$ cat src/rtl/mem_pkt_gen.sv
// mem_pkt_gen: memory-test packet generator. Each start_i launches trans_cnt
// packets. Every packet carries a word address, a burst count and byte masks
// that are derived from the current byte address and the configured byte count.
// Optional feature: define MEM_PKT_GEN_RND_ADDR_EN to build the LFSR used by
// RND_ADDR. When it is left undefined, RND_ADDR behaves as FIX_ADDR.
//
// state | meaning
// ------+--------------------------------------------------------------
// IDLE  | waiting for start_i; the config inputs are latched on start
// CALC  | register the pkt_* fields for the current address
// VALID | pkt_valid_o held high until pkt_ready_i
// DONE  | last packet accepted; done_o pulses on the way back to IDLE
module mem_pkt_gen #(
    parameter int ADDR_W      = 31,
    parameter int AMM_BURST_W = 11,
    parameter int DATA_B_W    = 16,
    parameter int TRANS_CNT_W = 16
) (
    input  logic                               clk_sys_i,
    input  logic                               rst_n_i,
    input  logic                               start_i,
    input  logic                               abort_i,
    input  logic [2:0]                         addr_mode_i,
    input  logic [ADDR_W-1:0]                  base_addr_i,
    input  logic [AMM_BURST_W+$clog2(DATA_B_W)-2:0] byte_cnt_i,
    input  logic [TRANS_CNT_W-1:0]             trans_cnt_i,
    input  logic [7:0]                         data_ptrn_i,
    input  logic                               data_ptrn_type_i,
    output logic                               pkt_valid_o,
    input  logic                               pkt_ready_i,
    output logic [ADDR_W-$clog2(DATA_B_W)-1:0] pkt_word_addr_o,
    output logic [AMM_BURST_W-1:0]             pkt_burst_cnt_o,
    output logic [DATA_B_W-1:0]                pkt_start_mask_o,
    output logic [DATA_B_W-1:0]                pkt_end_mask_o,
    output logic [7:0]                         pkt_data_ptrn_o,
    output logic                               pkt_data_ptrn_type_o,
    output logic                               busy_o,
    output logic                               done_o
);

    localparam int ADDR_B_W = $clog2(DATA_B_W);
    localparam int BC_W     = AMM_BURST_W + ADDR_B_W - 1;
    localparam int WA_W     = ADDR_W - ADDR_B_W;
    localparam int EXT_W    = (ADDR_W > BC_W) ? ADDR_W : BC_W;
    localparam int K_W      = $clog2(ADDR_W);

    localparam logic [2:0] M_FIX = 3'd0;
    localparam logic [2:0] M_RND = 3'd1;
    localparam logic [2:0] M_RUN0 = 3'd2;
    localparam logic [2:0] M_RUN1 = 3'd3;
    localparam logic [2:0] M_INC = 3'd4;

    localparam logic [31:0] LFSR_SEED = 32'hACE1_2468;
    localparam logic [31:0] LFSR_TAPS = 32'h8020_0003;

    typedef enum logic [1:0] {
        S_IDLE  = 2'd0,
        S_CALC  = 2'd1,
        S_VALID = 2'd2,
        S_DONE  = 2'd3
    } state_t;

    state_t state_q, state_d;

    logic [2:0]             mode_q;
    logic [BC_W-1:0]        byte_cnt_q;
    logic [TRANS_CNT_W-1:0] trans_cnt_q;
    logic [TRANS_CNT_W-1:0] cnt_q;
    logic [7:0]             ptrn_q;
    logic                   ptrn_type_q;
    logic [ADDR_W-1:0]      cur_addr_q;
    logic [K_W-1:0]         k_q;

    logic [BC_W-1:0]   eff_cnt;
    logic [ADDR_W-1:0] pkt_addr;
    logic [EXT_W-1:0]  end_ext;
    logic [EXT_W-1:0]  inc_ext;
    logic [ADDR_W-1:0] end_addr;
    logic [WA_W-1:0]   burst_full;
    logic              handshake;
    logic              last_pkt;

`ifdef MEM_PKT_GEN_RND_ADDR_EN
    logic [31:0] lfsr_q;
    logic [31:0] lfsr_next;

    // Right-shifting Galois step; the taps are folded in when bit 0 shifts out
    always_comb begin
        lfsr_next = lfsr_q >> 1;
        if (lfsr_q[0]) begin
            lfsr_next = (lfsr_q >> 1) ^ LFSR_TAPS;
        end
    end
`endif

    // Byte address of the packet being built, selected by the addressing mode
    always_comb begin
        pkt_addr = cur_addr_q;
        case (mode_q)
            M_RUN1: pkt_addr = ADDR_W'(1) << k_q;
            M_RUN0: pkt_addr = ~(ADDR_W'(1) << k_q);
`ifdef MEM_PKT_GEN_RND_ADDR_EN
            M_RND:  pkt_addr = lfsr_q[ADDR_W-1:0];
`endif
            default: pkt_addr = cur_addr_q;
        endcase
    end

    // Packet geometry: a zero byte count is treated as one byte
    always_comb begin
        eff_cnt    = (byte_cnt_q == '0) ? BC_W'(1) : byte_cnt_q;
        end_ext    = EXT_W'(pkt_addr) + EXT_W'(eff_cnt) - EXT_W'(1);
        inc_ext    = EXT_W'(cur_addr_q) + EXT_W'(eff_cnt);
        end_addr   = end_ext[ADDR_W-1:0];
        burst_full = end_addr[ADDR_W-1:ADDR_B_W] - pkt_addr[ADDR_W-1:ADDR_B_W] + WA_W'(1);
        handshake  = (state_q == S_VALID) && pkt_ready_i;
        last_pkt   = ((cnt_q + TRANS_CNT_W'(1)) == trans_cnt_q);
    end

    // State register
    always_ff @(posedge clk_sys_i or negedge rst_n_i) begin
        if (!rst_n_i) begin
            state_q <= S_IDLE;
        end else begin
            state_q <= state_d;
        end
    end

    // Next-state logic; abort wins over everything outside IDLE
    always_comb begin
        state_d = state_q;
        case (state_q)
            S_IDLE: begin
                if (start_i) begin
                    state_d = (trans_cnt_i == '0) ? S_DONE : S_CALC;
                end
            end
            S_CALC:  state_d = S_VALID;
            S_VALID: begin
                if (handshake) begin
                    state_d = last_pkt ? S_DONE : S_CALC;
                end
            end
            S_DONE:  state_d = S_IDLE;
            default: state_d = S_IDLE;
        endcase
        if (abort_i && (state_q != S_IDLE)) begin
            state_d = S_IDLE;
        end
    end

    assign busy_o = (state_q != S_IDLE);

    // Config latch, address sequencing and registered packet outputs
    always_ff @(posedge clk_sys_i or negedge rst_n_i) begin
        if (!rst_n_i) begin
            mode_q               <= '0;
            byte_cnt_q           <= '0;
            trans_cnt_q          <= '0;
            cnt_q                <= '0;
            ptrn_q               <= '0;
            ptrn_type_q          <= 1'b0;
            cur_addr_q           <= '0;
            k_q                  <= '0;
`ifdef MEM_PKT_GEN_RND_ADDR_EN
            lfsr_q               <= LFSR_SEED;
`endif
            pkt_valid_o          <= 1'b0;
            pkt_word_addr_o      <= '0;
            pkt_burst_cnt_o      <= '0;
            pkt_start_mask_o     <= '0;
            pkt_end_mask_o       <= '0;
            pkt_data_ptrn_o      <= '0;
            pkt_data_ptrn_type_o <= 1'b0;
            done_o               <= 1'b0;
        end else begin
            done_o <= 1'b0;
            case (state_q)
                S_IDLE: begin
                    if (start_i) begin
                        mode_q      <= addr_mode_i;
                        byte_cnt_q  <= byte_cnt_i;
                        trans_cnt_q <= trans_cnt_i;
                        ptrn_q      <= data_ptrn_i;
                        ptrn_type_q <= data_ptrn_type_i;
                        cur_addr_q  <= base_addr_i;
                        cnt_q       <= '0;
                        k_q         <= '0;
`ifdef MEM_PKT_GEN_RND_ADDR_EN
                        lfsr_q      <= LFSR_SEED;
`endif
                    end
                end
                S_CALC: begin
                    if (!abort_i) begin
                        pkt_valid_o          <= 1'b1;
                        pkt_word_addr_o      <= pkt_addr[ADDR_W-1:ADDR_B_W];
                        pkt_burst_cnt_o      <= AMM_BURST_W'(burst_full);
                        pkt_start_mask_o     <= {DATA_B_W{1'b1}} << pkt_addr[ADDR_B_W-1:0];
                        pkt_end_mask_o       <= {DATA_B_W{1'b1}} >> (~end_addr[ADDR_B_W-1:0]);
                        pkt_data_ptrn_o      <= ptrn_q;
                        pkt_data_ptrn_type_o <= ptrn_type_q;
                    end
                end
                S_VALID: begin
                    if (abort_i) begin
                        pkt_valid_o <= 1'b0;
                    end else if (pkt_ready_i) begin
                        pkt_valid_o <= 1'b0;
                        cnt_q       <= cnt_q + TRANS_CNT_W'(1);
                        k_q         <= (k_q == K_W'(ADDR_W - 1)) ? '0 : k_q + K_W'(1);
`ifdef MEM_PKT_GEN_RND_ADDR_EN
                        lfsr_q      <= lfsr_next;
`endif
                        if (mode_q == M_INC) begin
                            cur_addr_q <= inc_ext[ADDR_W-1:0];
                        end
                    end
                end
                S_DONE: begin
                    done_o <= !abort_i;
                end
                default: ;
            endcase
        end
    end

endmodule

$ cat config.mk
export PLATFORM = sky130hd
export DESIGN_NAME = mem_pkt_gen
export DESIGN_NICKNAME = d
export VERILOG_FILES = /design/src/rtl/mem_pkt_gen.sv
export SDC_FILE = /design/constraint.sdc
export NUM_CORES = 1
export LEC_CHECK = 0
export ABC_AREA = 1
export CAP_MARGIN = 30
export CELL_PAD_IN_SITES_DETAIL_PLACEMENT = 1
export CELL_PAD_IN_SITES_GLOBAL_PLACEMENT = 1
export CORE_MARGIN = 2
export CORE_UTILIZATION = 43
export CTS_CLUSTER_DIAMETER = 60
export DETAILED_ROUTE_END_ITERATION = 10
export GPL_TIMING_DRIVEN = 0
export PLACE_DENSITY = 0.88
export SYNTH_ARGS = -nofsm -noshare
export SYNTH_HDL_FRONTEND = slang
export SYNTH_SLANG_ARGS = --single-unit
$ cat constraint.sdc
create_clock -name clk_sys_i -period 9 [get_ports clk_sys_i]
set_input_delay 1.8 -clock clk_sys_i [delete_from_list [all_inputs] [get_ports clk_sys_i]]
set_output_delay 1.8 -clock clk_sys_i [all_outputs]
set_load 0.05 [all_outputs]
## Word level (Yosys, flattened, before mapping)

Index checks and enable logic that the tools add are counted.
W data, S select, Z words.

- Word-level logic and storage cells: 88
- Flip-flop bits (word level): 177
- Input port bits: 78
- Output and inout bits: 82

- Reduce and logical (&&, ||, !) cells: 15
- Shift operators: 3
- Bitwise logic cells: 3
- Eq/ne operators: 16
- Mux-type cells: 27
- $add $sub $neg: 7

Operators with widths:

| kind | number |
|---|---|
| $mux W31 | 4 |
| $pmux W31 S2 | 2 |
| $mux W16 | 3 |
| $pmux W16 S2 | 1 |
| $add A31 B14 Y31 | 1 |
| $not A31 Y31 | 1 |
| $shl A1 B5 Y31 const A | 1 |
| $mux W5 | 4 |
| $add A16 B1 Y16 const B | 1 |
| $eq A16 B16 Y1 | 1 |
| $logic_not A16 Y1 | 1 |
| $shl A16 B4 Y16 const A | 1 |
| $shr A16 B4 Y16 const A | 1 |
| $add A15 B14 Y15 | 1 |
| $sub A15 B1 Y15 const B | 1 |
| $logic_not A14 Y1 | 1 |
| $mux W14 | 1 |
| $add A11 B1 Y11 const B | 1 |
| $sub A11 B11 Y11 | 1 |
| $mux W2 | 5 |
| $pmux W5 S2 | 1 |
| $ne A2 B2 Y1 const B | 4 |
| $pmux W2 S4 | 1 |
| $eq A3 B2 Y1 const B | 2 |
| other kinds (20) | 30 |

## Longest topological paths before layout

Gate-level depths: netlist (run 1).

- Depth in word-level cells: 7
- Mapped depth: 32
- Depth with buffers taken out: 32

## Worst setup path after synthesis (run 1)

Ideal clock, no wire load.

- Path kind: flip-flop to flip-flop
- From: register k_q[0]
- To: register pkt_burst_cnt_o[7]
- Clock period less this slack: 4392 ps
- Data required time: 8867 ps
- Stages on the path, launching flop included: 26
- Arrival time: 4259 ps
- Library setup time: 133 ps
- Slack: 4608 ps
- Buffers on the path: 0
- Path through: dfrtp_1 > inv_1 > ha_1 > inv_1 > nor3_1 > nand2_1 > o21ai_0 > a21oi_2 > ha_1 > inv_1 > fa_1 > nand3_1 > nand3_1 > a21oi_1 > nor2_1 > nor2_1 > xor2_1 > inv_1 > ha_1 > ha_1 > inv_1 > o31ai_1 > a21oi_1 > o21ai_0 > xor2_1 > o21ai_0

- Cells in the longest elaborated chain, start to end: 7

RTL lines:

| item | line | text |
|---|---|---|
| start, declared | 72 | `logic [K_W-1:0] k_q;` |
| start signal, assigned | 211 | `k_q <= (k_q == K_W'(ADDR_W - 1)) ? '0 : k_q + K_W'(1);` |
| $shl A1 B5 Y31 (*) | 100, 101 |  |
| $not A31 Y31 | 101 | `M_RUN0: pkt_addr = ~(ADDR_W'(1) << k_q);` |
| $pmux W31 S2 (*) | 99 | `case (mode_q)` |
| $add A15 B14 Y15 | 112 | `end_ext = EXT_W'(pkt_addr) + EXT_W'(eff_cnt) - EXT_W'(1);` |
| $sub A15 B1 Y15 | 112 |  |
| $sub A11 B11 Y11 (*) | 115 | `burst_full = end_addr[ADDR_W-1:ADDR_B_W] - pkt_addr[ADDR_W-1:ADDR_B_W] + WA_W'(1);` |
| $add A11 B1 Y11 (*) | 115 |  |
| end signal, assigned | 198 | `pkt_burst_cnt_o <= AMM_BURST_W'(burst_full);` |
| end, declared | 32 | `output logic [AMM_BURST_W-1:0] pkt_burst_cnt_o,` |

Mark *: on every way between the ends. The rest lies on a longest branch, timed or not.
A chain may end at the register's enable or synchronous reset.

## Final worst setup path (run 1)

- From: register k_q[0]
- To: register pkt_burst_cnt_o[10]

The elaborated chain is that of the path after synthesis.

==> impl_metrics.toml, run 1 <==
[clock_network]
clk_path_buf_depth = 2
cts_buffers = 17
clk_latency_ns = 0.46
clk_pin_slew_ns = 0.09
cts_num_sinks = 176
post_cts_resized = 0
post_cts_buffers = 0
cts_hold_buf = 0
root_buffer = "clkbuf_16"
htree_levels = 4
cts_tree = "built"

[logic_synthesis]
syn_area_sq_um = 11140
synth_area_leaders = "dfrtp_1, nand2_1, ha_1"
synth_most_common_cell = "nand2_1"
ys_warn_count = 0
synth_cells = 1522
synth_flop_cell = "dfrtp_1"
seq_area_frac_synth_pct = 39.52
async_flop_share_pct = 100.0
synth.largest_area_cell = "dfrtp_1"
synth_nets = 1668
ys_seq_elements = 176
yosys-top-cells-count = "nand2_1, inv_1, dfrtp_1"
synth_top_area_share_pct = 39.52
syn_avg_cell_area_sq_um = 7.322
synth-edff-count = 0
synth_cell_types = 47

[global_routing]
grt_pass1_vias = 12210
antenna_found_initial = 1
overflow = 0
grt_pass1_wl_mm = 65.46
grtUsageTotal_pct = 31.58
grt_max_degree = 106

[routing]
route.detailed.drc = 0
vias = 11500
wirelength_mm = 41.74
vias_per_cell = 5.628
drt_iter0_drc = 659
antenna_left = 0
wire_per_inst_um = 20.42
drtPass1Iterations = 4

[timing]
finalCritPeriodShare_pct = 62.57
setup_viol = 0
drv_slew = 0
max_freq_mhz = 177.6
hold_viol_final = 0
tightest_slew_ns = 1.089
fin_tns_setup_ns = 0
period_needed_ns = 5.632
slew_headroom_pct = 27.41
rsz0062_at_grt = "no"
clock_skew_ns = 0.01673
holdWs_ns = 0.4843

[floorplanning]
initial_utilization_pct = 44.00
pin_count = 160
dieHeight_um = 165.0
die_w_um = 165.0
die_area_sq_um = 27220
coreArea_sq_um = 25330
fp-row-count = 58

[worst_setup_path]
cp_slowest_cell = "a21oi_2"
crit_required_ns = 9.33
cp-end-kind = "register"
crit_start = "k_q[0]"
crit_arrival_ns = 5.96
crit_type = "register to register"
crit_family = "simple AND/OR/NAND/NOR gates"
critPathMaxFanout = 9
critical_path.max_stage_delay_ns = 0.42
startpoint_type = "register"
crit_top_cell = "nand2_1"
crit_buf_inv = 4
r2r-start = "k_q[0]"

[worst_hold_path]
holdCritPathClass = "register to register"
hp-start = "ptrn_q[7]"

[placed_design]
numPortBuffers = 159
dpl.hpwl_mm = 31.73
place_inst = 2012
globalplace.congestion = 0.9673
place_area_sq_um = 13180

[status]
outcome = "finished clean"

[finish]
diodes = 0
instances_no_fill = 2044
register_area_sq_um = 4404
syn_to_final_growth_pct = 24.04
final_nets = 1847
final.fill_count = 3212
multiInputGateArea_sq_um = 5715
drive_above_1_share_pct = 4.726
design_area_sq_um = 13820

[job]
drv_cap = 0
-- cell families (layout without fill, tap and decap cells) --
group | Yosys count | after routing | share of synthesized area, %
compound gates | 297 | 297 | 15.20
fa+ha+maj | 68 | 68 | 7.837
xor+xnor | 34 | 34 | 2.672
simple gates | 685 | 685 | 25.58
flops | 176 | 176 | 39.52
buf+inv | 262 | 454 | 9.195
-- worst reg2reg max path: cells and delay by family (launching register included) --
| kind | cells | cell delay [ns] |
|---|---|---|
| AOI/OAI and AO/OA | 5 | 0.95 |
| xor gates and xnor gates | 1 | 0.16 |
| adders and majority gates | 5 | 1.48 |
| buffers and inverters | 4 | 0.37 |
| DFF | 1 | 0.41 |
| and+or+nand+nor | 16 | 2.16 |
-- per-layer routing --
metal	vias to the layer above	GRT usage (%)	share of wire, %
met5	-	0	0
met4	0	13.28	3.9
met3	94	4.571	5.0
met1	5720	39.35	42
li1	5349	-	-
met2	340	54.64	49
-- cells in the final DEF (no fill, tap or decap), types with 25 or more instances in the layout --
cell and instances:
o21ai_0 145, a21oi_1 61, xor2_1 28, clkdlybuf4s50_1 158, dfrtp_1 176, nor2_1 131
inv_1 185, ha_1 65, o22ai_1 25, nand2_1 401, clkbuf_1 46, nand3_1 91
-- metrics by stage --
step	worst slack [ns]	util, %
floorplan	4.608	-
global placement	-1.554	51.92
detailed placement	3.594	52.05
CTS	3.414	54.58
global route	2.908	54.58
finish	3.368	54.58
-- worst paths after layout --
path	end	slack, ns	depth (start not counted)
max	pkt_burst_cnt_o[10]	3.37	31
min	ptrn_q[7]	0.48	2
max reg2reg	pkt_burst_cnt_o[10]	3.37	31
min reg2reg	ptrn_q[7]	0.48	2
max in group asynchronous	k_q[4]	6.72	2
min in group asynchronous	cur_addr_q[18]	1.39	1
-- flip-flops by register name, summed over array words and instances (netlist names), 11 cells and up --
name,cells
pkt_end_mask_o,16
cur_addr_q,31
pkt_start_mask_o,15
pkt_burst_cnt_o,11
pkt_word_addr_o,27
byte_cnt_q,14
trans_cnt_q,16
cnt_q,16
-- area by class of cell --
| type | instances | share of cell area [%] |
|---|---|---|
| repair buffers | 160 | 11.75 |
| clock inverters | 15 | 1.566 |
| inverters | 196 | 5.322 |
| well taps | 330 | 2.987 |
| plain buffers | 66 | 2.091 |
| flip-flops and latches | 176 | 31.86 |
| clock buffers | 17 | 3.077 |
| multi-input cells | 1084 | 41.35 |
Power of run 1 is not shown: default switching activity piles up to over one toggle a cycle in this logic, so the estimate is an artifact.
==> run 2: changes to the inputs <==
--- a/config.mk
+++ b/config.mk
@@ -10,11 +10,11 @@
 export CELL_PAD_IN_SITES_DETAIL_PLACEMENT = 1
 export CELL_PAD_IN_SITES_GLOBAL_PLACEMENT = 1
 export CORE_MARGIN = 2
-export CORE_UTILIZATION = 43
+export CORE_UTILIZATION = 36
 export CTS_CLUSTER_DIAMETER = 60
 export DETAILED_ROUTE_END_ITERATION = 10
 export GPL_TIMING_DRIVEN = 0
-export PLACE_DENSITY = 0.88
+export PLACE_DENSITY = 0.79
 export SYNTH_ARGS = -nofsm -noshare
 export SYNTH_HDL_FRONTEND = slang
 export SYNTH_SLANG_ARGS = --single-unit
==> constraint.sdc (replaced) <==
create_clock -name clk_sys_i -period 4.6 [get_ports clk_sys_i]
set_input_delay 0.92 -clock clk_sys_i [delete_from_list [all_inputs] [get_ports clk_sys_i]]
set_output_delay 0.92 -clock clk_sys_i [all_outputs]
set_load 0.05 [all_outputs]
==> run 2 against run 1 <==
Effect of this change:
- hold slack got worse by 0.0064 ns
- the run now ends with setup timing left
- highest routed layer unchanged
- critical endpoint is now pkt_burst_cnt_o[7]
- non-clock buffer count rose by 47
- via count rose by 0.34%
- count of clock-buffer cells in the layout did not move
- worst setup slack got worse by 3.4 ns
- critical path depth fell by 6
- sequential cell count did not move
- first-iteration DRC count rose by 14%
- critical path type unchanged
- die area rose by 19%
- register-to-register slack got worse by 3.4 ns
- final cell count rose by 5.6%
==> impl_metrics.toml, run 2 (synthesized netlist as in run 1, its figures left out) <==
[routing]
vias_per_cell = 5.348
drtPass1Iterations = 5
vias = 11540
drt_iter0_drc = 754
wire_per_inst_um = 19.65
antenna_left = 0
route.detailed.drc = 0
wirelength_mm = 42.40

[timing]
setup_viol = 3
hold_viol_final = 0
max_freq_mhz = 213.7
slew_headroom_pct = 36.59
period_needed_ns = 4.680
drv_slew = 0
clock_skew_ns = 0.01220
finalCritPeriodShare_pct = 101.7
tightest_slew_ns = 0.9393
worst_slack_ns = -0.08048
rsz0062_at_grt = "yes"

[placed_design]
globalplace.congestion = 0.9207
place_inst = 2078
post-place-ws_ns = -0.8537
dpl.hpwl_mm = 31.42
numPortBuffers = 159

[global_routing]
grt_pass1_wl_mm = 65.04
overflow = 0
grt_pass1_vias = 11850
grt_max_degree = 93
antenna_found_initial = 1
grtUsageTotal_pct = 25.57

[worst_setup_path]
endpoint = "pkt_burst_cnt_o[7]"
reg2reg_to = "pkt_burst_cnt_o[7]"
crit_family = "adder cells"
r2r-start = "mode_q[2]"
startpoint_type = "register"
crit_required_ns = 4.92
crit_start = "mode_q[2]"
cp-end-kind = "register"
critical_path.max_stage_delay_ns = 0.42
crit_type = "register to register"
r2r_slack_ns = -0.08
critPathMaxFanout = 10
crit_buf_inv = 5
crit_cells = 25
cp_slowest_cell = "dfrtp_1"
ff2ff_path_depth = 25
crit_arrival_ns = 5.00
crit_top_cell = "inv_1"

[worst_hold_path]
holdCritPathClass = "input pin to async pin"

[floorplanning]
initial_utilization_pct = 36.53
dieHeight_um = 179.9
die_w_um = 179.9
pin_count = 160
die_area_sq_um = 32380
coreArea_sq_um = 30510
fp-row-count = 64

[finish]
drive_above_1_share_pct = 13.17
syn_to_final_growth_pct = 34.10
instances_no_fill = 2158
largest_reg_flops = 31
final_common_cell = "nand2_1"
final_nets = 1894
final_cell_mix = "nand2_1, dfrtp_1, inv_1"
largest-register = "cur_addr_q"
largest_registers = "cur_addr_q x31, pkt_word_addr_o x27"

[clock_network]
clk_pin_slew_ns = 0.08
clk_latency_ns = 0.46
cts_hold_buf = 0
root_buffer = "clkbuf_16"
cts_tree = "built"
cts_buffers = 17
cts_num_sinks = 176
clk_path_buf_depth = 2
htree_levels = 4

[status]
violations = "setup timing"
outcome = "finished with violations"

[job]
drv_cap = 0
run 2: cell type report:
type | instances | area [sq um]
antenna | 1 | 2.502
buffer | 66 | 317.8
clock buffer | 17 | 425.4
clock inverter | 15 | 183.9
fill | 3744 | 15560
inverter | 196 | 763.2
multi-input combinational | 1084 | 6362
sequential | 176 | 4409
tap | 396 | 495.5
timing repair buffer | 207 | 1984
run 2: worst min path at each step:
| stage | endpoint | slack, ns | startpoint |
|---|---|---|---|
| floorplan | ptrn_q[7] | 0.44 | ptrn_q[7] |
| global placement | pkt_burst_cnt_o[0] | 0.46 | pkt_burst_cnt_o[0] |
| detailed placement | ptrn_q[7] | 0.47 | ptrn_q[7] |
| CTS | ptrn_q[7] | 0.49 | ptrn_q[7] |
| global route | pkt_burst_cnt_o[6] | 0.51 | pkt_burst_cnt_o[6] |
| finish | cur_addr_q[18] | 0.48 | rst_n_i |
run 2: worst register-to-register path, delay by kind of cell, from the launching register on:
kind	cells	cell delay, ns
DFF	1	0.42
buffers and inverters	5	0.38
and+or+nand+nor	6	0.85
adders and majority gates	5	1.48
AOI/OAI and AO/OA	7	1.07
xor gates and xnor gates	2	0.36
run 2: routing by layer:
metal / wire length (um) / global-route usage, %
met1: 18180 / 33.21
met2: 20810 / 43.43
met3: 2034 / 4.011
met4: 1379 / 8.585
met5: 0 / 0
run 2: through the flow:
stage          instance area, sq um  setup TNS, ns  util (%)  hold slack, ns
2_1_floorplan                 11140              0         -          0.4422
3_3_place_gp                  13230        -899.89     43.37          0.4610
3_5_place_dp                  13260         -4.268     43.48          0.4692
4_1_cts                       14360       -0.09156     47.07          0.4900
5_1_grt                       14940         -1.290     48.98          0.5078
6_report                      14940        -0.1941     48.98          0.4779
run 2: what timing repair did:
item	CTS	global route
pin swaps	10	44
endpoints found under the setup margin	7	7
gates resized for setup	85	87
gates cloned	0	0
buffers inserted	15	32
Power of run 2 is left out for the same reason.
